===== src/rtl/modn_prog_counter.sv =====
// modn_prog_counter: programmable modulo-M up/down counter with deferred modulus update.
// Define MODN_SATURATE_EN to saturate at the terminal value instead of wrapping.
module modn_prog_counter #(
  parameter int WIDTH       = 8,
  parameter int DEFAULT_MOD = 10
) (
  input  logic             clk,
  input  logic             reset,
  input  logic             en,
  input  logic             up,
  input  logic             load,
  input  logic [WIDTH-1:0] load_val,
  input  logic             mod_wr,
  input  logic [WIDTH-1:0] mod_in,
  output logic [WIDTH-1:0] count,
  output logic             tc,
  output logic             wrap,
  output logic [WIDTH-1:0] mod_active,
  output logic             mod_pending
);
  logic [WIDTH-1:0] count_q, count_d, mod_q, mod_d, pend_q, pend_d;
  logic             wrap_q, wrap_d, pending_q, pending_d, at_term, apply;
  logic [WIDTH:0]   m_last, m_last_n, load_x, load_clamp;
  function automatic logic [WIDTH:0] last_of(input logic [WIDTH-1:0] m);
    return (m == '0) ? {1'b0, {WIDTH{1'b1}}} : {1'b0, m} - 1'b1;
  endfunction
  always_comb begin
    m_last     = last_of(mod_q);
    at_term    = up ? ({1'b0, count_q} == m_last) : (count_q == '0);
    tc         = en & ~load & at_term;
`ifdef MODN_SATURATE_EN
    apply      = load & (pending_q | mod_wr);
`else
    apply      = (load | tc) & (pending_q | mod_wr);
`endif
    mod_d      = apply ? (mod_wr ? mod_in : pend_q) : mod_q;
    m_last_n   = last_of(mod_d);
    pend_d     = mod_wr ? mod_in : pend_q;
    pending_d  = ~apply & (mod_wr | pending_q);
    load_x     = {1'b0, load_val};
    load_clamp = (load_x > m_last_n) ? m_last_n : load_x;
`ifdef MODN_SATURATE_EN
    wrap_d     = 1'b0;
    count_d    = load ? load_clamp[WIDTH-1:0] : (~en | tc) ? count_q :
                 up ? count_q + 1'b1 : count_q - 1'b1;
`else
    wrap_d     = tc;
    count_d    = load ? load_clamp[WIDTH-1:0] : ~en ? count_q :
                 tc ? (up ? '0 : m_last_n[WIDTH-1:0]) :
                 up ? count_q + 1'b1 : count_q - 1'b1;
`endif
  end
  always_ff @(posedge clk) begin
    if (reset) begin
      count_q   <= '0;
      mod_q     <= WIDTH'(DEFAULT_MOD);
      pend_q    <= '0;
      pending_q <= 1'b0;
      wrap_q    <= 1'b0;
    end else begin
      count_q   <= count_d;
      mod_q     <= mod_d;
      pend_q    <= pend_d;
      pending_q <= pending_d;
      wrap_q    <= wrap_d;
    end
  end
  assign count       = count_q;
  assign wrap        = wrap_q;
  assign mod_active  = mod_q;
  assign mod_pending = pending_q;
endmodule


===== config.mk =====
export PLATFORM = sky130hd
export DESIGN_NAME = modn_prog_counter
export DESIGN_NICKNAME = d
export VERILOG_FILES = /design/src/rtl/modn_prog_counter.sv
export SDC_FILE = /design/constraint.sdc
export NUM_CORES = 1
export LEC_CHECK = 0
export CAP_MARGIN = 20
export CORE_UTILIZATION = 55
export DETAILED_ROUTE_END_ITERATION = 7
export PLACE_DENSITY = 0.81
export SLEW_MARGIN = 10
export SYNTH_ARGS = -nofsm -noshare
export SYNTH_HDL_FRONTEND = slang
export SYNTH_SLANG_ARGS = --single-unit
export TNS_END_PERCENT = 100

===== constraint.sdc =====
create_clock -name clk -period 8.3 [get_ports clk]
set_input_delay 2.075 -clock clk [delete_from_list [all_inputs] [get_ports clk]]
set_output_delay 2.075 -clock clk [all_outputs]
set_load 0.03 [all_outputs]

# Word level (Yosys, flattened, before mapping)
# Index checks and enable logic that the tools add are counted.
# word_totals
regBits	26
# classes
add_sub_neg	4
order_cmp	1
eq_ne	1
n_mux	11
bitwise_logic	8
n_reduce_logical	4
# op_table
op	n
$mux W8	8
$logic_not A8 Y1	3
$mux W9	2
$sub A8 B1 Y9 const B	2
$eq A8 B9 Y1	1
$gt A8 B9 Y1	1
$add A8 B1 Y8 const B	1
$sub A8 B1 Y8 const B	1
$and A1 B1 Y1	4
$not A1 Y1	2
$or A1 B1 Y1	2
$reduce_bool A2 Y1	1
$mux W1	1

# Depth between registers and ports, before layout
# depth
depth_word	14
mapped_depth	28
mapped_depth_nobuf	26

# Least setup slack after synthesis
# No wires, ideal clock.
# synth_path
kind	input -> register
startpoint	in load
endpoint	reg count_q[2], in the netlist count[2]
setup_time_ns	0.133
arrival_ns	6.921
setup_slack_ns	1.246
path_stages	23
path_buffers	2
path_cell_list	clkbuf_1 -> inv_1 -> o2111ai_1 -> or4b_1 -> and4b_4 -> a21oi_2 -> nor2_1 -> a21oi_1 -> ha_1 -> and3_4 -> buf_6 -> or3b_4 -> inv_1 -> ha_1 -> o21a_1 -> o21a_1 -> o211ai_1 -> a21o_1 -> nand2_1 -> o2111a_2 -> o41a_2 -> a2111oi_4 -> nor4_1
# synth_between
elab_chain_cells	12
# synth_lines
element	line_no	source
start, declared	11	input logic load,
parallel branches: the longest is 12 deep, another holds $sub A8 B1 Y9	--	
end signal, assigned	61	count_q <= count_d;
end, declared	21	logic [WIDTH-1:0] count_q, count_d, mod_q, mod_d, pend_q, pend_d;
# Parallel ways; which one is timed is not known. The select of a mux whose other input is x is not followed.
# A chain may end at the register's enable or synchronous reset.

# Worst setup path after layout
# layout_path
startpoint	in en
endpoint	reg count_q[4], in the netlist count[4]
# layout_between
elab_chain_cells	11
# layout_lines
element	line_no	source
start, declared	9	input logic en,
parallel branches: the longest is 11 deep, another holds $sub A8 B1 Y9	--	
# Parallel ways; which one is timed is not known. The select of a mux whose other input is x is not followed.

==> summary.md <==
| Metric | Value |
|---|---|
| Int Power | `329 uW` |
| Main synth FF type | `dfxtp_1` |
| Final hold violation count | `0` |
| Hold-fix buffers at CTS | `0` |
| Max-cap viol count | `0` |
| Global-route wire length before repair | `around 13000 um` |
| Hold WC Path Type | `reg -> reg` |
| Yosys cell types | `80` |
| Initial Util | `0.581` |
| Average vias per placed instance | `around 6.5` |
| Met2 routed WL | `3700 um` |
| IO Count | `41` |
| Layout area overhead | `17.2%` |
| Met1 wire length | `between 3000 and 4000 um` |
| Drt total wl | `8080 um` |
| Post-synthesis sequential area ratio | `0.186` |
| Drt pass-1 iters | `6` |
| Sw frac | `0.417` |
| Clock root buffer | `clkbuf_8` |
| Flop pwr share | `0.297` |
| Clock share of power | `0.187` |
| Post_cts resized | `0` |
| Post-CTS Setup Bufs | `0` |
| Hpwl dp | `between 6000 and 7000 um` |
| Antenna-violating nets left | `0` |
| DR iter-0 viols | `roughly 360` |
| CTS Buf Count | `3` |
| Largest net degree at the start of global routing | `23` |
| Setup violators final | `0` |
| Power per cell area | `172 nW/um2` |
| Actual slew at the worst max-slew pin | `between 800 and 900 ps` |
| Mapped Avg Cell Area | `around 8 um2` |
| Fillers | `438` |
| Vias in the first global route | `2689` |
| Clock transition at path regs | `around 100 ps` |
| Status | `finished clean` |
| Gate Count Post-Synth | `351` |
| Async set-or-reset flop fraction in the synthesized netlist | `0` |
| Commonest cells after routing, fill and taps aside | `40 x clkdlybuf4s50_1, 35 x nor2_1, 31 x a21oi_1, 26 x dfxtp_1, 25 x nand2_1` |
| Worst-skew pair later-pin latency | `between 200 and 300 ps` |
| Layout Nets | `between 400 and 500` |
| Accumulated negative setup slack | `0 ps` |
| Number of synthesis warnings | `0` |
| Critical path launch point type | `input port` |
| # H-tree levels | `1` |
| Crit Path Max Fanout | `13` |
| RSZ-0062 raised after global routing | `no` |
| Mapped cell area | `2800 um2` |
| Clock skew | `between 10 and 15 ps` |
| Most common cell after layout, fill and taps aside | `clkdlybuf4s50_1` |
| Sink count of the clock tree | `26` |
| DR top layer | `met4` |
| Via count | `around 2900` |
| Type of the worst setup path | `in -> reg` |
| Placed cell area | `~3200 um2` |
| Area of the multi-input gates | `approximately 2100 um2` |
| Tot GR Track Use | `0.313` |
| Post-route clock period utilization | `0.911` |
| Switch Pwr | `235 uW` |
| Setup crit end kind | `flop` |
| Post-synth EDFFs | `0` |
| Standard-cell rows | `25` |
| Fmax | `0.132 GHz` |
| WP data required | `8410 ps` |
| Max Slew Vio Count | `0` |
| Wire length on met3 | `between 600 and 700 um` |
| Total core area | `4820 um2` |
| Min Tclk post-route | `approximately 7600 ps` |
| CTS tree | `yes` |
| Top cells by area, synth | `dfxtp_1 19%, ha_1 7.6%, a21oi_1 5.5%` |
| Leakage | `between 0.001 and 0.0015 uW` |
| Longest Clk Path Bufs | `2` |
| Maximum vdd drop | `0.104 mV` |
| Die W | `~73 um` |
| Area fraction of the dominant cell type after synthesis | `0.186` |
| Layout cell share with drive strength beyond 1 | `0.118` |
| Grt total ovfl | `0` |
| Design Area, Final | `roughly 3300 um2` |
| Wire length per cell | `between 15 and 20 um` |
| Register area | `between 500 and 600 um2` |
| Antenna cells | `0` |
| Leading area contributor after synthesis | `dfxtp_1` |
| Die area | `~5400 um2` |
| Slew headroom | `0.431` |
| Count of input and output buffers | `40` |
| Syn Nets | `slightly below 400` |
| Die Y | `between 70 and 80 um` |
| Share of total power in combinational logic | `0.516` |
| GPL Wtd Cong | `0.930` |
| Arr. time, crit path | `about 7700 ps` |
| Initial antenna violation count | `0` |
| DRC | `0` |
| Flops & latches, synth | `26` |
[synthesized netlist by cell type, drive strengths merged (5+ instances only)]
cell type  number
a211oi          6
a21o            5
a21oi          34
buf             8
clkbuf         10
dfxtp          26
ha             17
inv            15
mux2i           9
nand2          25
nand3           5
nor2           37
nor3           21
nor4            7
o211a           5
o21a            5
o21ai          11
o31ai           5
or2             6
xnor2           7
xor2            7
[path summary, 6_finish.rpt]
check                                         startpoint               endpoint  slack, ps  cells past startpoint
worst min register to register      pend_q[7]$_SDFF_PP0_   pend_q[7]$_SDFF_PP0_        520                      2
worst max-delay path                                  en  count[4]$_SDFFE_PP0P_        740                     22
worst max register to register  mod_active[0]$_SDFF_PP0_  count[4]$_SDFFE_PP0P_       2050                     24
worst min-delay path                pend_q[7]$_SDFF_PP0_   pend_q[7]$_SDFF_PP0_        520                      2
[final cells by class]
class,count,area share
repair buffers,43,0.129
clock buffers,3,0.0126
multi-input cells,292,0.648
inverters,15,0.0172
well taps,67,0.0256
flip-flops and latches,26,0.159
clock inverters,1,0.00916
[state kept, by name, indices dropped and copies added, names as in the netlist]
register     cells
count            8
mod_active       8
wrap             1
mod_pending      1
pend_q           8
[power groups by stage]
stage	Sequential, uW	Clock [uW]	Combinational (uW)
after global placement	169	0	279
after global routing	170	113	318
after floorplan	176	0	198
after CTS	167	106	287
after detailed placement	170	0	285
final	168	105	291
[cells by family (layout without fill, tap and decap cells)]
| kind of cell | after synthesis | count (layout) | share of synthesized area |
|---|---|---|---|
| buffers and inverters | 33 | 62 | 0.0550 |
| adders and majority gates | 18 | 18 | 0.0832 |
| and+or+nand+nor | 131 | 131 | 0.270 |
| xor gates and xnor gates | 14 | 14 | 0.0438 |
| DFF | 26 | 26 | 0.186 |
| muxes | 13 | 13 | 0.0483 |
| AOI/OAI and AO/OA | 116 | 116 | 0.314 |
[routing by layer]
layer  track usage  vias to the layer above
met4         0.126                        0
li1              -                     1389
met1         0.443                     1324
met2         0.489                      160
met3        0.0316                       20
met5             0                        -
[per-stage QoR]
step                worst slack (ps)  cells  hold WS [ps]  power (uW)  utilization
detailed placement               485    443           497         455        0.665
floorplan                       1250    351           462         374            -
finish                           738    447           516         564        0.680
CTS                              768    447           518         560        0.680
global placement                 713    443           472         448        0.665
global route                     184    447           567         601        0.680
[worst max-delay path: stages]
cell,delay [ps]
clkdlybuf4s50_1,720
o2111ai_1,160
or4b_1,520
and4b_4,390
a21o_2,180
nand2_1,140
a21oi_1,280
ha_1,390
nand2_1,120
xor2_1,150
mux2i_1,120
a211o_1,200
inv_1,60
ha_1,290
and4_1,170
nand4_1,140
a21oi_1,250
nand2_1,90
o2111a_2,190
nor4_2,420
nor3_1,100
a2111oi_0,510
No activity file was read; power rests on OpenSTA's default activity.
==> RTL change: new RTL, same flow settings <==
Reset style: asynchronous (`reset`), changed in one clocked block.
--- a/src/rtl/modn_prog_counter.sv
+++ b/src/rtl/modn_prog_counter.sv
@@ -50,7 +50,7 @@
                  up ? count_q + 1'b1 : count_q - 1'b1;
 `endif
   end
-  always_ff @(posedge clk) begin
+  always_ff @(posedge clk or posedge reset) begin
     if (reset) begin
       count_q   <= '0;
       mod_q     <= WIDTH'(DEFAULT_MOD);
Check against the original RTL: differs if reset is asserted again (counterexample within 4 cycles, from zero or initial values and one cycle with reset high); with reset held inactive, the same outputs for 10 cycles.
==> RTL change against the unedited design <==
Utilization up 2.4 points; global-route usage shrank 2.9 points; power rose by 35%; final area shrank 3.2%; routed wire length decreased by 14%; clock power shrank 21%; sequential cell count stayed put; setup slack got worse by 0.27 ns; area after synthesis is 5.1% lower; combinational power is 58% higher; critical endpoint is now count[1]$_DFFE_PP0P_; largest power group unchanged.
==> RTL change: results (changes against the unedited design) <==
Clock network
  – CTS H-tree lvls: 1 (unchanged)
  – Clock transition at the registers of the reported paths: around 0.09 ns
  – CTS Buf Count: 3 (unchanged)

Route
  – M1 WL: 3040 µm (-14%)
  – Length of routed met3 wiring: 325 µm (-47%)
  – First-pass iteration count of the detailed router: 4 (-2)
  – Vias: 2584 (-11%)
  – Wirelength per Cell: 17.1 µm (-5.6%)
  – Max Used Layer: met4
  – 1st-iter DRT viols: 188 (-47%)
  – WL met2: 3400 µm (-8.2%)

Placement
  – Placed Area: 3090 µm² (-3.7%)
  – Place WS: 0.298 ns (-0.187 ns)
  – Gp weighted congestion: 0.985 (+5.8%)
  – DP Wirelength: 5370 µm (-13%)

Global routing
  – Global-route wire length before repair: 11400 µm (-13%)
  – Antenna violations before repair: 0 (unchanged)
  – Largest net degree at the start of global routing: 27 (+17%)
  – GRT Resource Usage Total: 28.4% (-2.9 points)
  – Vias in the first global route: 2480 (-7.8%)
  – M2 GR Usage: 50.8% (+1.9 points)
  – Met3 GRT Util: 3.80% (+0.64 points)
  – Met1 usage: 36.0% (-8.2 points)

Pwr
  – Clk pwr share: 10.9% (-7.8 points)
  – Peak supply drop: 153 µV (+48%)
  – Leakage power: 1.34 nW (+3.8%)
  – Comb. pwr: 0.000460 W (+58%)
  – Switching power: 0.000357 W (+52%)

Synth
  – Synth top cells by count: 26 x nand2_1, 25 x nor2_1, 24 x dfrtp_1
  – Seq/Total Area, Yosys: 24.6% (+6.0 points)
  – Async S/R FF share, synth: 100% (+100 points)
  – Main area contributors after synthesis: dfrtp_1 23%, ha_1 8.0%, mux2i_1 4.1%, xnor2_1 4.0%, nand2_1 3.7%
  – Netlist cell types: 66 (-18%)
  – Yosys warnings: 0 (unchanged)
  – Post-synth top area share: 22.6% (+4.0 points)
  – Syn nets: 355 (-9.2%)

Worst setup path
  – Slowest Stage Delay on Critical Path: 0.53 ns (-0.19 ns)
  – Crit Path Max Fanout: 10 (-3)
  – CP top delay family: compound AO/OA/AOI/OAI gates
  – CP Data Arrival Time: 7.99 ns (+0.32 ns)
  – CP max-delay cell: o41ai_4

Status
  – Outcome: finished, final reports clean

Timing
  – Max-slew headroom: 48.8% (+5.7 points)
  – Clk_skew: 0.00363 ns (-0.00729 ns)

Layout
  – Total inserted antenna cells: 0 (unchanged)
  – Nets: 394 (-6.4%)
  – Fillers: 382 (-13%)
  – Fraction of layout cells with a size suffix above 1: 11.0% (-0.79 points)
-- RTL change: kinds of logic (layout without fill, tap and decap cells) --
family / count (synthesis) / count (layout) / share of synthesized area (%)
multiplexers: 19 / 19 / 7.63
flip-flops: 26 / 26 / 24.6
AO/OA/AOI/OAI: 84 / 84 / 23.1
AND/OR/NAND/NOR: 117 / 117 / 24.5
adder cells (fa/ha/maj): 18 / 18 / 8.77
buffers and inverters: 35 / 73 / 6.17
XOR/XNOR: 16 / 16 / 5.28
-- RTL change: cell type report --
type / count / area (µm²) / area share (%)
Multi-Input combinational cell: 254 / 1840 / 58.0
Sequential cell: 26 / 653 / 20.6
Timing Repair Buffer: 48 / 480 / 15.2
Inverter: 21 / 78.8 / 2.49
Tap cell: 52 / 65.1 / 2.05
Clock buffer: 4 / 55.1 / 1.74
-- RTL change: stage by stage --
stage	utilization [%]	power, W	cells
after floorplan	-	0.000539	315
after global placement	68.6	0.000665	400
after detailed placement	68.6	0.000674	400
after CTS	69.8	0.000757	404
after global routing	70.4	0.000818	405
final	70.4	0.000764	405
-- RTL change: path summary, 6_finish.rpt --
check / startpoint / to / slack (ns) / depth (start not counted)
max: en / count[1]$_DFFE_PP0P_ / 0.47 / 25
max in group asynchronous: reset / mod_active[1]$_DFF_PP1_ / 5.67 / 3
min: pend_q[1]$_DFF_PP0_ / pend_q[1]$_DFF_PP0_ / 0.55 / 1
min reg2reg: pend_q[1]$_DFF_PP0_ / pend_q[1]$_DFF_PP0_ / 0.55 / 1
min in group asynchronous: reset / pend_q[0]$_DFF_PP0_ / 2.10 / 2
max reg2reg: mod_active[1]$_DFF_PP1_ / count[1]$_DFFE_PP0P_ / 1.75 / 26
